<file path="src/rtl/aie_chain_noc.sv">
// Linear NoC of NUM_TILES stages. Each stage is a FIFO feeding a compute tile
// output register; flits addressed to a tile (or broadcast) get its operation.
module aie_chain_noc #(
   parameter int NUM_TILES  = 4,
   parameter int DATA_WIDTH = 8,
   parameter int FIFO_DEPTH = 4,
   parameter int ID_W       = $clog2(NUM_TILES) + 1
) (
   input  logic                  clk,
   input  logic                  rst_n,
   input  logic                  in_valid,
   output logic                  in_ready,
   input  logic [ID_W-1:0]       in_dest,
   input  logic [DATA_WIDTH-1:0] in_data,
   output logic                  out_valid,
   input  logic                  out_ready,
   output logic [ID_W-1:0]       out_dest,
   output logic [DATA_WIDTH-1:0] out_data,
   input  logic                  cfg_we,
   input  logic [ID_W-1:0]       cfg_tile,
   input  logic [1:0]            cfg_mode,
   input  logic [DATA_WIDTH-1:0] cfg_coeff,
   output logic [15:0]           flit_count
);

   localparam int PTR_W = (FIFO_DEPTH > 1) ? $clog2(FIFO_DEPTH) : 1;
   localparam int CNT_W = PTR_W + 1;

   typedef enum logic [1:0] {
      MODE_PASS = 2'd0,
      MODE_ADD  = 2'd1,
      MODE_MUL  = 2'd2,
      MODE_ACC  = 2'd3
   } mode_e;

   // Inter-stage wiring: up_* feeds stage i's FIFO, reg_* is stage i's output register.
   logic [NUM_TILES-1:0]  up_valid;
   logic [ID_W-1:0]       up_dest   [NUM_TILES];
   logic [DATA_WIDTH-1:0] up_data   [NUM_TILES];
   logic [NUM_TILES-1:0]  fifo_full;
   logic [NUM_TILES-1:0]  reg_valid;
   logic [ID_W-1:0]       reg_dest  [NUM_TILES];
   logic [DATA_WIDTH-1:0] reg_data  [NUM_TILES];
   logic [NUM_TILES-1:0]  down_ready;

   for (genvar i = 0; i < NUM_TILES; i++) begin : g_stage
      logic [ID_W-1:0]       mem_dest [FIFO_DEPTH];
      logic [DATA_WIDTH-1:0] mem_data [FIFO_DEPTH];
      logic [PTR_W-1:0]      wr_ptr;
      logic [PTR_W-1:0]      rd_ptr;
      logic [CNT_W-1:0]      count;
      logic                  push;
      logic                  pop;
      logic                  empty;
      mode_e                 mode;
      logic [DATA_WIDTH-1:0] coeff;
      logic [DATA_WIDTH-1:0] acc;
      logic                  cfg_hit;
      logic                  hit;
      logic [ID_W-1:0]       head_dest;
      logic [DATA_WIDTH-1:0] head_data;
      logic [DATA_WIDTH-1:0] acc_sum;
      logic [DATA_WIDTH-1:0] op_data;
      logic                  r_valid;
      logic [ID_W-1:0]       r_dest;
      logic [DATA_WIDTH-1:0] r_data;

      if (i == 0) begin : g_src_port
         assign up_valid[i] = in_valid;
         assign up_dest[i]  = in_dest;
         assign up_data[i]  = in_data;
      end else begin : g_src_prev
         assign up_valid[i] = reg_valid[i-1];
         assign up_dest[i]  = reg_dest[i-1];
         assign up_data[i]  = reg_data[i-1];
      end

      if (i == NUM_TILES - 1) begin : g_sink_port
         assign down_ready[i] = out_ready;
      end else begin : g_sink_next
         assign down_ready[i] = !fifo_full[i+1];
      end

      assign fifo_full[i] = (count == CNT_W'(FIFO_DEPTH));
      assign empty        = (count == '0);
      assign push         = up_valid[i] && !fifo_full[i];
      assign pop          = !empty && (!r_valid || down_ready[i]);
      assign cfg_hit      = cfg_we && (cfg_tile == ID_W'(i));

      // NOTE: storage has no reset; the pointers and count define what is valid.
      always_ff @(posedge clk) begin
         if (push) begin
            mem_dest[wr_ptr] <= up_dest[i];
            mem_data[wr_ptr] <= up_data[i];
         end
      end

      always_ff @(posedge clk or negedge rst_n) begin
         if (!rst_n) begin
            wr_ptr <= '0;
            rd_ptr <= '0;
            count  <= '0;
         end else begin
            if (push) wr_ptr <= wr_ptr + PTR_W'(1);
            if (pop)  rd_ptr <= rd_ptr + PTR_W'(1);
            unique case ({push, pop})
               2'b10:   count <= count + CNT_W'(1);
               2'b01:   count <= count - CNT_W'(1);
               default: count <= count;
            endcase
         end
      end

      // NOTE: every output gets a default first so no latch is inferred.
      always_comb begin
         head_dest = mem_dest[rd_ptr];
         head_data = mem_data[rd_ptr];
         hit       = (head_dest == ID_W'(i)) || (&head_dest);
         acc_sum   = acc + head_data;
         op_data   = head_data;
         if (hit) begin
            unique case (mode)
               MODE_ADD: op_data = head_data + coeff;
               MODE_MUL: op_data = head_data * coeff;
               MODE_ACC: op_data = acc_sum;
               default:  op_data = head_data;
            endcase
         end
      end

      // A config write on the same edge as a flit load wins over the accumulator update.
      always_ff @(posedge clk or negedge rst_n) begin
         if (!rst_n) begin
            mode  <= MODE_PASS;
            coeff <= '0;
            acc   <= '0;
         end else if (cfg_hit) begin
            mode  <= mode_e'(cfg_mode);
            coeff <= cfg_coeff;
            acc   <= '0;
         end else if (pop && hit && mode == MODE_ACC) begin
            acc <= acc_sum;
         end
      end

      always_ff @(posedge clk or negedge rst_n) begin
         if (!rst_n) begin
            r_valid <= 1'b0;
            r_dest  <= '0;
            r_data  <= '0;
         end else if (pop) begin
            r_valid <= 1'b1;
            r_dest  <= head_dest;
            r_data  <= op_data;
         end else if (down_ready[i]) begin
            r_valid <= 1'b0;
         end
      end

      assign reg_valid[i] = r_valid;
      assign reg_dest[i]  = r_dest;
      assign reg_data[i]  = r_data;
   end

   assign in_ready  = !fifo_full[0];
   assign out_valid = reg_valid[NUM_TILES-1];
   assign out_dest  = reg_dest[NUM_TILES-1];
   assign out_data  = reg_data[NUM_TILES-1];

   always_ff @(posedge clk or negedge rst_n) begin
      if (!rst_n) begin
         flit_count <= '0;
      end else if (out_valid && out_ready) begin
         flit_count <= flit_count + 16'd1;
      end
   end

endmodule

</file>
<file path="config.mk">
export PLATFORM = sky130hd
export DESIGN_NAME = aie_chain_noc
export DESIGN_NICKNAME = d
export VERILOG_FILES = /design/src/rtl/aie_chain_noc.sv
export SDC_FILE = /design/constraint.sdc
export NUM_CORES = 1
export LEC_CHECK = 0
export ABC_CLOCK_PERIOD_IN_PS = 5700
export CAP_MARGIN = 10
export CORE_ASPECT_RATIO = 1.1
export CORE_MARGIN = 5
export CORE_UTILIZATION = 62
export DETAILED_ROUTE_END_ITERATION = 8
export PLACE_DENSITY = 0.78
export SYNTH_ARGS = -nofsm -noshare
export SYNTH_HDL_FRONTEND = slang
export SYNTH_SLANG_ARGS = --single-unit
</file>
<file path="constraint.sdc">
create_clock -name clk -period 5.7 [get_ports clk]
set_input_delay 0.57 -clock clk [delete_from_list [all_inputs] [get_ports clk]]
set_output_delay 0.57 -clock clk [all_outputs]
set_load 0.05 [all_outputs]
</file>
# == Word level (Yosys, flattened, before mapping) ==
# Memories as Yosys holds them, arrays and structs flattened.
# Index checks and enable logic that the tools add are counted.
# word_totals
ff_bits,164
latch_bits,0
mem_bits_rw,176
mem_bits_ro,0
input_bits,29
out_inout_bits,29
wordCells,203
n_memories,8
# op_classes
add_sub_neg,25
mul,4
div_mod_pow,0
order_cmp,0
eq_ne,33
shift,0
n_mux,36
bitwise_logic,0
n_reduce_logical,60
# mem_list
name,words,word_bits,read_ports,rd_clocked_by_memory_dff,write_ports,line,rtl
g_stage[0].mem_data,4,8,1,0,1,48,logic [DATA_WIDTH-1:0] mem_data [FIFO_DEPTH];
g_stage[1].mem_data,4,8,1,0,1,48,
g_stage[2].mem_data,4,8,1,0,1,48,
g_stage[3].mem_data,4,8,1,0,1,48,
g_stage[0].mem_dest,4,3,1,0,1,47,logic [ID_W-1:0] mem_dest [FIFO_DEPTH];
g_stage[1].mem_dest,4,3,1,0,1,47,
+2 memories,n/a,n/a,n/a,n/a,n/a,n/a,
# ops
cell,n
$mux 8,12
$pmux 8 s3,4
$add 8x8->8,8
$mul 8x8->8,4
$eq 2x2->1 const B,12
$pmux 3 s2,4
$logic_and 1x1->1,21
$logic_not 3->1,6
$reduce_bool 2->1,9
$add 16x1->16 const B,1
$add 2x1->2 const B,8
$eq 2x1->1 const B,8
$mux 1,16
$add 3x1->3 const B,4
$eq 3x2->1 const B,4
$eq 3x3->1 const B,4
$logic_not 1->1,12
$reduce_and 3->1,4
$sub 3x1->3 const B,4
$logic_or 1x1->1,8
$eq 3x1->1 const B,2
$ne 2x1->1 const B,3

# == Logic depth before layout (Yosys ltp) ==
# logic_depth
depth_word,8
ltp_mapped,20
ltp_nobuf,18

# == Least setup slack after synthesis ==
# Ideal clock, no wire load.
# synth_timing
kind,reg2reg
start,register g_stage[0].rd_ptr[0]
end,register g_stage[0].r_data[7]
setup_time_ps,128
arrival_time_ps,4666
t_required_ps,5572
path_slack_ps,906
stages_incl_launch_ff,19
path_buffers,2
synth_period_minus_slack_ps,4794
path_cell_list,dfrtp_1 -> buf_6 -> buf_6 -> mux4_2 -> and2_1 -> ha_1 -> fa_1 -> ha_1 -> inv_1 -> fa_1 -> inv_1 -> fa_1 -> a21o_1 -> a21oi_1 -> xor2_1 -> xnor3_1 -> xnor2_1 -> a31oi_1 -> a31oi_1
# synth_between
elab_chain_cells,4
elab_cells_between_ends,10
cone_classes,add/sub (2); mul (1); mux (2); reduce/logical (3); memory (2)
# synth_lines
item,line,rtl
"start, declared",50,logic [PTR_W-1:0] rd_ptr;
"start signal, assigned",105,if (pop) rd_ptr <= rd_ptr + PTR_W'(1);
$mem_v2 4x8 / $mem_v2 4x3 (equally long branches),n/a,
$mul 8x8->8 (tied with other cells),124,MODE_MUL: op_data = head_data * coeff;
$pmux 8 s3 / $logic_or 1x1->1 (equally long branches),"122, 118",
$mux 8 (*),121,if (hit) begin
"end signal, assigned",154,r_data <= op_data;
"end, declared",66,logic [DATA_WIDTH-1:0] r_data;
# Mark *: on every way between the ends. The rest lies on a longest branch, timed or not.
# A chain may end at the register's enable or synchronous reset.

# == Worst setup path in the final report ==
# Ends and elaborated chain as after synthesis.

==> summary.txt <==
Clock network
  – Cts bufs inserted: 36
  – H-tree depth: 2
  – CTS tree: yes
  – Post-cts sizing count: 0
  – Root buffer cell: clkbuf_16
  – Skew-Pair Late Insertion Delay: 530 ps
  – Setup Buffers After CTS: 0
  – Clk slew on worst S/H paths: 60 ps
  – Clock Sink Count: 340
  – Max clock buf depth: 3

Critical path
  – CP max FO: 7
  – CP startpoint: g_stage[0].rd_ptr[0]$_DFFE_PN0P_
  – Top cell family by delay on the critical path: adder cells
  – CP Class: flop to flop
  – Worst path slowest cell: mux4_2
  – CP Launch Type: flop
  – CP peak stage delay: 660 ps
  – CP arrival: 5530 ps
  – Data required, critical path: 6150 ps
  – CP endpoint kind: flop
  – Reg-to-Reg Start: g_stage[0].rd_ptr[0]$_DFFE_PN0P_
  – Most used cell, CP: inv_1
  – Buf/Inv on CP: 4
  – Chain of cells forming the critical path: mux4_2 > ha_1 > inv_1 > fa_1 > inv_1 > ha_1 > fa_1 > inv_1 > fa_1 > inv_1 > ha_1 > a21oi_1 > xor2_1 > xnor3_1 > xnor2_1 > a31oi_1 > a31oi_1

Min path
  – Hold crit path type: flop to flop
  – HP Start: flit_count[15]$_DFFE_PN0P_

Floorplan
  – Site Rows: 68
  – Starting density of the core: 63.0%
  – CORE AREA: 31600 µm²
  – I/O pin total: 58
  – Die Width: 181 µm
  – Full die area: 35800 µm²
  – Die height: 198 µm

Timing
  – Final Hold Fails: 0
  – Final worst slack: 617 ps
  – Max-slew violations: 0
  – Unrepaired setup endpoints after global routing: no
  – Max Freq: 0.197 GHz
  – Setup violations, final: 0
  – Fin Setup TNS: 0 ps
  – Max-slew headroom: 36.7%
  – Clock Skews: 16.2 ps
  – Period Utilization, post-route: 89.2%
  – Worst slew pin tran: 950 ps
  – Period minus WS final: 5080 ps

Routing
  – # DRC: 0
  – Total iterations of the first detailed-routing run: 5
  – Final ANT Viol Nets: 0
  – Initial DRC count: 639
  – Routed WL: 40.2 mm
  – Routed len/inst: 18.6 µm
  – Vias: 12481
  – Vias/cell: 5.76

Yosys
  – EDFF count, synth: 176
  – Syn nets: 1877
  – Cell variety after synth: 73
  – Synth async-reset ratio: 48.2%
  – Mapped cell area: 19900 µm²
  – Post-Synthesis Cells: 1647
  – Yosys reg bits: 340
  – Top FF cell, synth: edfxtp_1
  – YS warnings: 0
  – Syn avg cell area: 12.1 µm²
  – Sequential fraction of the synthesis area: 47.2%

Final layout
  – Nets: 1949
  – Layout cell share with drive strength beyond 1: 9.67%
  – Antenna cells: 0
  – FILL cells: 2224
  – Area grow syn2layout: 10.9%

Place
  – Setup slack after placement: 585 ps
  – PortBufs: 57
  – Post-DP HPWL: 29.6 mm
  – Gpl congestion: 0.891

Global route
  – Largest net degree at the start of global routing: 69
  – First-pass GRT wire length: 66.6 mm
  – Gr ovfl total: 0
  – Vias in the first global route: 12941
  – Initial antenna violation count: 0
  – GRT Overall Usage: 23.0%

Run status
  – Status: finished clean

Job
  – Maxcap violations: 0
-- logic make-up after synthesis --
logic type,after synthesis,share of synthesized area (%)
AND/OR/NAND/NOR,401,9.49
flip-flops,340,47.2
AO/OA/AOI/OAI,225,7.33
adder cells (fa/ha/maj),201,14.9
buffers and inverters,191,4.00
XOR/XNOR,153,7.26
multiplexers,136,9.82
-- flip-flops by register name (all words and copies together) (netlist names) --
signal	count
g_stage.mem_data	128
g_stage.mem_dest	48
g_stage.acc	32
g_stage.coeff	32
g_stage.r_data	24
flit_count	16
g_stage.count	12
g_stage.r_dest	9
g_stage.mode	8
g_stage.rd_ptr	8
g_stage.wr_ptr	8
out_data	8
g_stage.r_valid	3
out_dest	3
out_valid	1
-- stage by stage --
| stage | instances | cell area [µm²] | hold slack, ps | utilization (%) |
|---|---|---|---|---|
| after floorplan | 1647 | 19900 | 274 | - |
| after global placement | 2100 | 20900 | 459 | 66.2 |
| after detailed placement | 2100 | 20900 | 465 | 66.2 |
| after CTS | 2167 | 22100 | 474 | 69.9 |
| after global routing | 2167 | 22100 | 503 | 69.9 |
| final | 2167 | 22100 | 468 | 69.9 |
-- placed cells by master, fill, tap and decap left out, types with 8 or more instances in the layout --
cell | Yosys | layout
clkbuf_1 | 21 | 8
or3_1 | 8 | 8
xnor2_1 | 110 | 110
mux2i_1 | 52 | 52
and2_1 | 77 | 77
mux4_2 | 42 | 42
inv_1 | 148 | 148
fa_1 | 60 | 60
nand3_1 | 18 | 18
o211ai_1 | 17 | 17
o21bai_1 | 13 | 13
xor2_1 | 35 | 35
a31oi_1 | 9 | 9
and3_1 | 11 | 11
clkbuf_16 | 0 | 37
nor2_1 | 70 | 70
mux2_2 | 41 | 41
dfrtp_1 | 164 | 164
a21oi_1 | 59 | 59
o21ai_0 | 38 | 38
edfxtp_1 | 176 | 176
o21ai_1 | 15 | 15
ha_1 | 141 | 141
buf_4 | 2 | 14
nand2_1 | 184 | 184
clkdlybuf4s50_1 | 0 | 56
nor3_1 | 10 | 10
a21o_1 | 28 | 28
-- final timing paths --
path | to | slack (ps) | cells after the start
worst min register to register | flit_count[15]$_DFFE_PN0P_ | 470 | 1
worst max-delay path | g_stage[0].r_data[7]$_DFFE_PN0P_ | 620 | 17
worst min-delay path | flit_count[15]$_DFFE_PN0P_ | 470 | 1
min in group asynchronous | out_dest[2]$_DFFE_PN0P_ | 530 | 2
worst max register to register | g_stage[0].r_data[7]$_DFFE_PN0P_ | 620 | 17
max in group asynchronous | g_stage[0].r_dest[2]$_DFFE_PN0P_ | 3880 | 3
-- timing repair --
item	in CTS	in global routing
endpoints found under the setup margin	0	0
hold endpoints to repair	43	0
hold buffers	1	0
-- worst reg2reg max path, stage by stage (launching register included) --
cell     delay [ps]
dfrtp_1         530
mux4_2          670
ha_1            260
inv_1           100
fa_1            420
inv_1            80
ha_1            250
fa_1            540
inv_1            50
fa_1            520
inv_1            40
ha_1            310
a21oi_1         180
xor2_1          220
xnor3_1         370
xnor2_1         190
a31oi_1         100
a31oi_1         170
-- synth_stat cells (9+ instances only) --
| cell | instances | area share [%] |
|---|---|---|
| a21o_1 | 28 | 1.1 |
| dfrtp_1 | 164 | 21 |
| mux2i_1 | 52 | 2.6 |
| clkbuf_1 | 21 | 0.40 |
| nor3_1 | 10 | 0.25 |
| ha_1 | 141 | 8.9 |
| o211ai_1 | 17 | 0.64 |
| o21bai_1 | 13 | 0.49 |
| xnor2_1 | 110 | 4.8 |
| nand2_1 | 184 | 3.5 |
| fa_1 | 60 | 6.0 |
| mux2_2 | 41 | 2.3 |
| a21oi_1 | 59 | 1.5 |
| and3_1 | 11 | 0.35 |
| nand3_1 | 18 | 0.45 |
| o21ai_0 | 38 | 0.96 |
| mux4_2 | 42 | 4.8 |
| a31oi_1 | 9 | 0.28 |
| xor2_1 | 35 | 1.5 |
| and2_1 | 77 | 2.4 |
| inv_1 | 148 | 2.8 |
| o21ai_1 | 15 | 0.38 |
| edfxtp_1 | 176 | 27 |
| nor2_1 | 70 | 1.3 |
-- layout make-up --
cell class                 count  area, µm²  share of cell area, %
multi-input combinational   1116       9730                   44.1
clock buffer                  46        970                   4.40
sequential                   340       9390                   42.6
timing repair buffer          72        687                   3.11
clock inverter                20        189                  0.856
tap                          420        526                   2.38
inverter                     153        577                   2.61
-- layer usage --
| layer | GRT usage (%) | wire length (µm) |
|---|---|---|
| met2 | 40.6 | 20700 |
| met3 | 3.18 | 1660 |
| met5 | 0 | 0 |
| met4 | 8.18 | 1460 |
| met1 | 29.3 | 16400 |
Power is not shown: default switching activity piles up to over one toggle a cycle in this logic, so the estimate is an artifact.
==> RTL edit: new RTL, same flow settings <==
Change the parameter `NUM_TILES` from 4 to 2.
--- a/src/rtl/aie_chain_noc.sv
+++ b/src/rtl/aie_chain_noc.sv
@@ -1,7 +1,7 @@
 // Linear NoC of NUM_TILES stages. Each stage is a FIFO feeding a compute tile
 // output register; flits addressed to a tile (or broadcast) get its operation.
 module aie_chain_noc #(
-   parameter int NUM_TILES  = 4,
+   parameter int NUM_TILES  = 2,
    parameter int DATA_WIDTH = 8,
    parameter int FIFO_DEPTH = 4,
    parameter int ID_W       = $clog2(NUM_TILES) + 1
Interface: changed (resized cfg_tile, in_dest and out_dest); port bits go from 58 to 55. No check against the original RTL was run, so the function may have changed too.
==> RTL edit against the original RTL <==
Worst setup slack better by 82 ps; synthesized area down 50%; sequential cell count down 172; count of clock-buffer cells in the layout down 28; cell count down 49%; critical path type unchanged; clock skew down 0.83 ps; highest routed layer unchanged; final area down 49%; worst hold slack better by 11 ps; critical endpoint unchanged; wire length down 50%.
Power is left out: the tool's default activity adds up to more than one toggle a clock period on the data nets, which glitch-free logic cannot reach.
==> RTL edit: results (changes against the original RTL) <==
largest net degree at the start of global routing 83 (+20%); Reg area 4604 µm² (-51%); multi-input combinational gate total 571 (-49%); initial detailed-routing violation count 424 (-34%); met2 usage 39.77% (-0.87 points); outcome complete, no violations; met3 wire len 957 µm (-42%); GR Util met1 29.40% (+0.087 points); register with the most flip-flops g_stage.mem_data; global-route wire length before repair 33.73 mm (-49%); asr flop ratio synth 52.38% (+4.1 points); Inst Count DP 1,078 (-49%); Synth area leaders edfxtp_1 (24%), dfrtp_1 (22%), ha_1 (9.0%), fa_1 (6.1%), xnor2_1 (5.0%); Synth cell types 57 (-22%); total track usage 23.26% (+0.27 points); global placement routability congestion 0.9037 (+1.4%); period utilisation layout 87.74% (-1.4 points); area grow syn2layout 13.45%; Reg2Reg Setup Slack 700 ps (+80 ps); drt wl/cell 18.12 µm (-2.4%); Non-CTS buffers 60 (-17%); post-DP HPWL 14.99 mm (-49%); Post-synth top cells dfrtp_1 (88), nand2_1 (87), edfxtp_1 (80); worst path arrival time 5290 ps (-240 ps); drt first pass iters 7 (+2); # port buffers 54 (-5.3%); Max clock buf depth 2 (-1); via count 6,489 (-48%); Setup Skew 15.42 ps (-0.8258 ps); Via density 5.841 (+1.4%); Metal-1 WL 8.301 mm (-49%); Non-clock buffers, area share 5.210% (+2.1 points); vias in the first global route 6,836 (-47%); post-layout net count 1,026 (-47%); Worst Reg-to-Reg Cells 16 (-1); Syn Nets 965 (-49%); final-layout clock buffer total 18 (-61%); CP Max Fanout 12 (+5); max FFs per register 64 (-50%); WHS 479.5 ps (+11.38 ps); fill cell count 1,084 (-51%); final instance area 11,240 µm² (-49%); slew of the pin with the lowest slew margin 1085 ps (+135.2 ps); H-tree Lvls 4 (+2); post-synthesis sequential area ratio 46.48% (-0.71 points); total CTS buffers 17 (-53%); post-cts sizing count 0 (unchanged); routed wl met2 10.32 mm (-50%); Critical Path Slowest Stage Cell dfrtp_1; Post-synth EDFFs 80 (-55%); Mapped Cells 837 (-49%); area of the multi-input gates 4918 µm² (-49%); share of cells above drive strength 1 9.001% (-0.67 points); CP delay by family, top adder cells; worst-skew pair later-pin latency 420 ps (-110 ps); met3 Use GR 4.129% (+0.95 points); ClkCell Share 5.155% (-0.097 points); inverters 80 (-48%)
RTL edit: cell types whose count changed after synthesis, moves of 30 or more:
cell | unedited run | this run
and2_1 | 77 | 38
dfrtp_1 | 164 | 88
edfxtp_1 | 176 | 80
fa_1 | 60 | 30
ha_1 | 141 | 71
inv_1 | 148 | 76
mux2i_1 | 52 | 20
nand2_1 | 184 | 87
xnor2_1 | 110 | 57
RTL edit: cell families (layout without fill, tap and decap cells):
| kind of cell | after synthesis | after routing | synth area share, % |
|---|---|---|---|
| AND/OR/NAND/NOR | 205 | 205 | 9.840 |
| flip-flops | 168 | 168 | 46.48 |
| adder cells (fa/ha/maj) | 101 | 101 | 15.03 |
| XOR/XNOR | 83 | 83 | 7.945 |
| multiplexers | 62 | 62 | 9.107 |
| AO/OA/AOI/OAI | 120 | 120 | 7.629 |
| buffers and inverters | 98 | 172 | 3.966 |
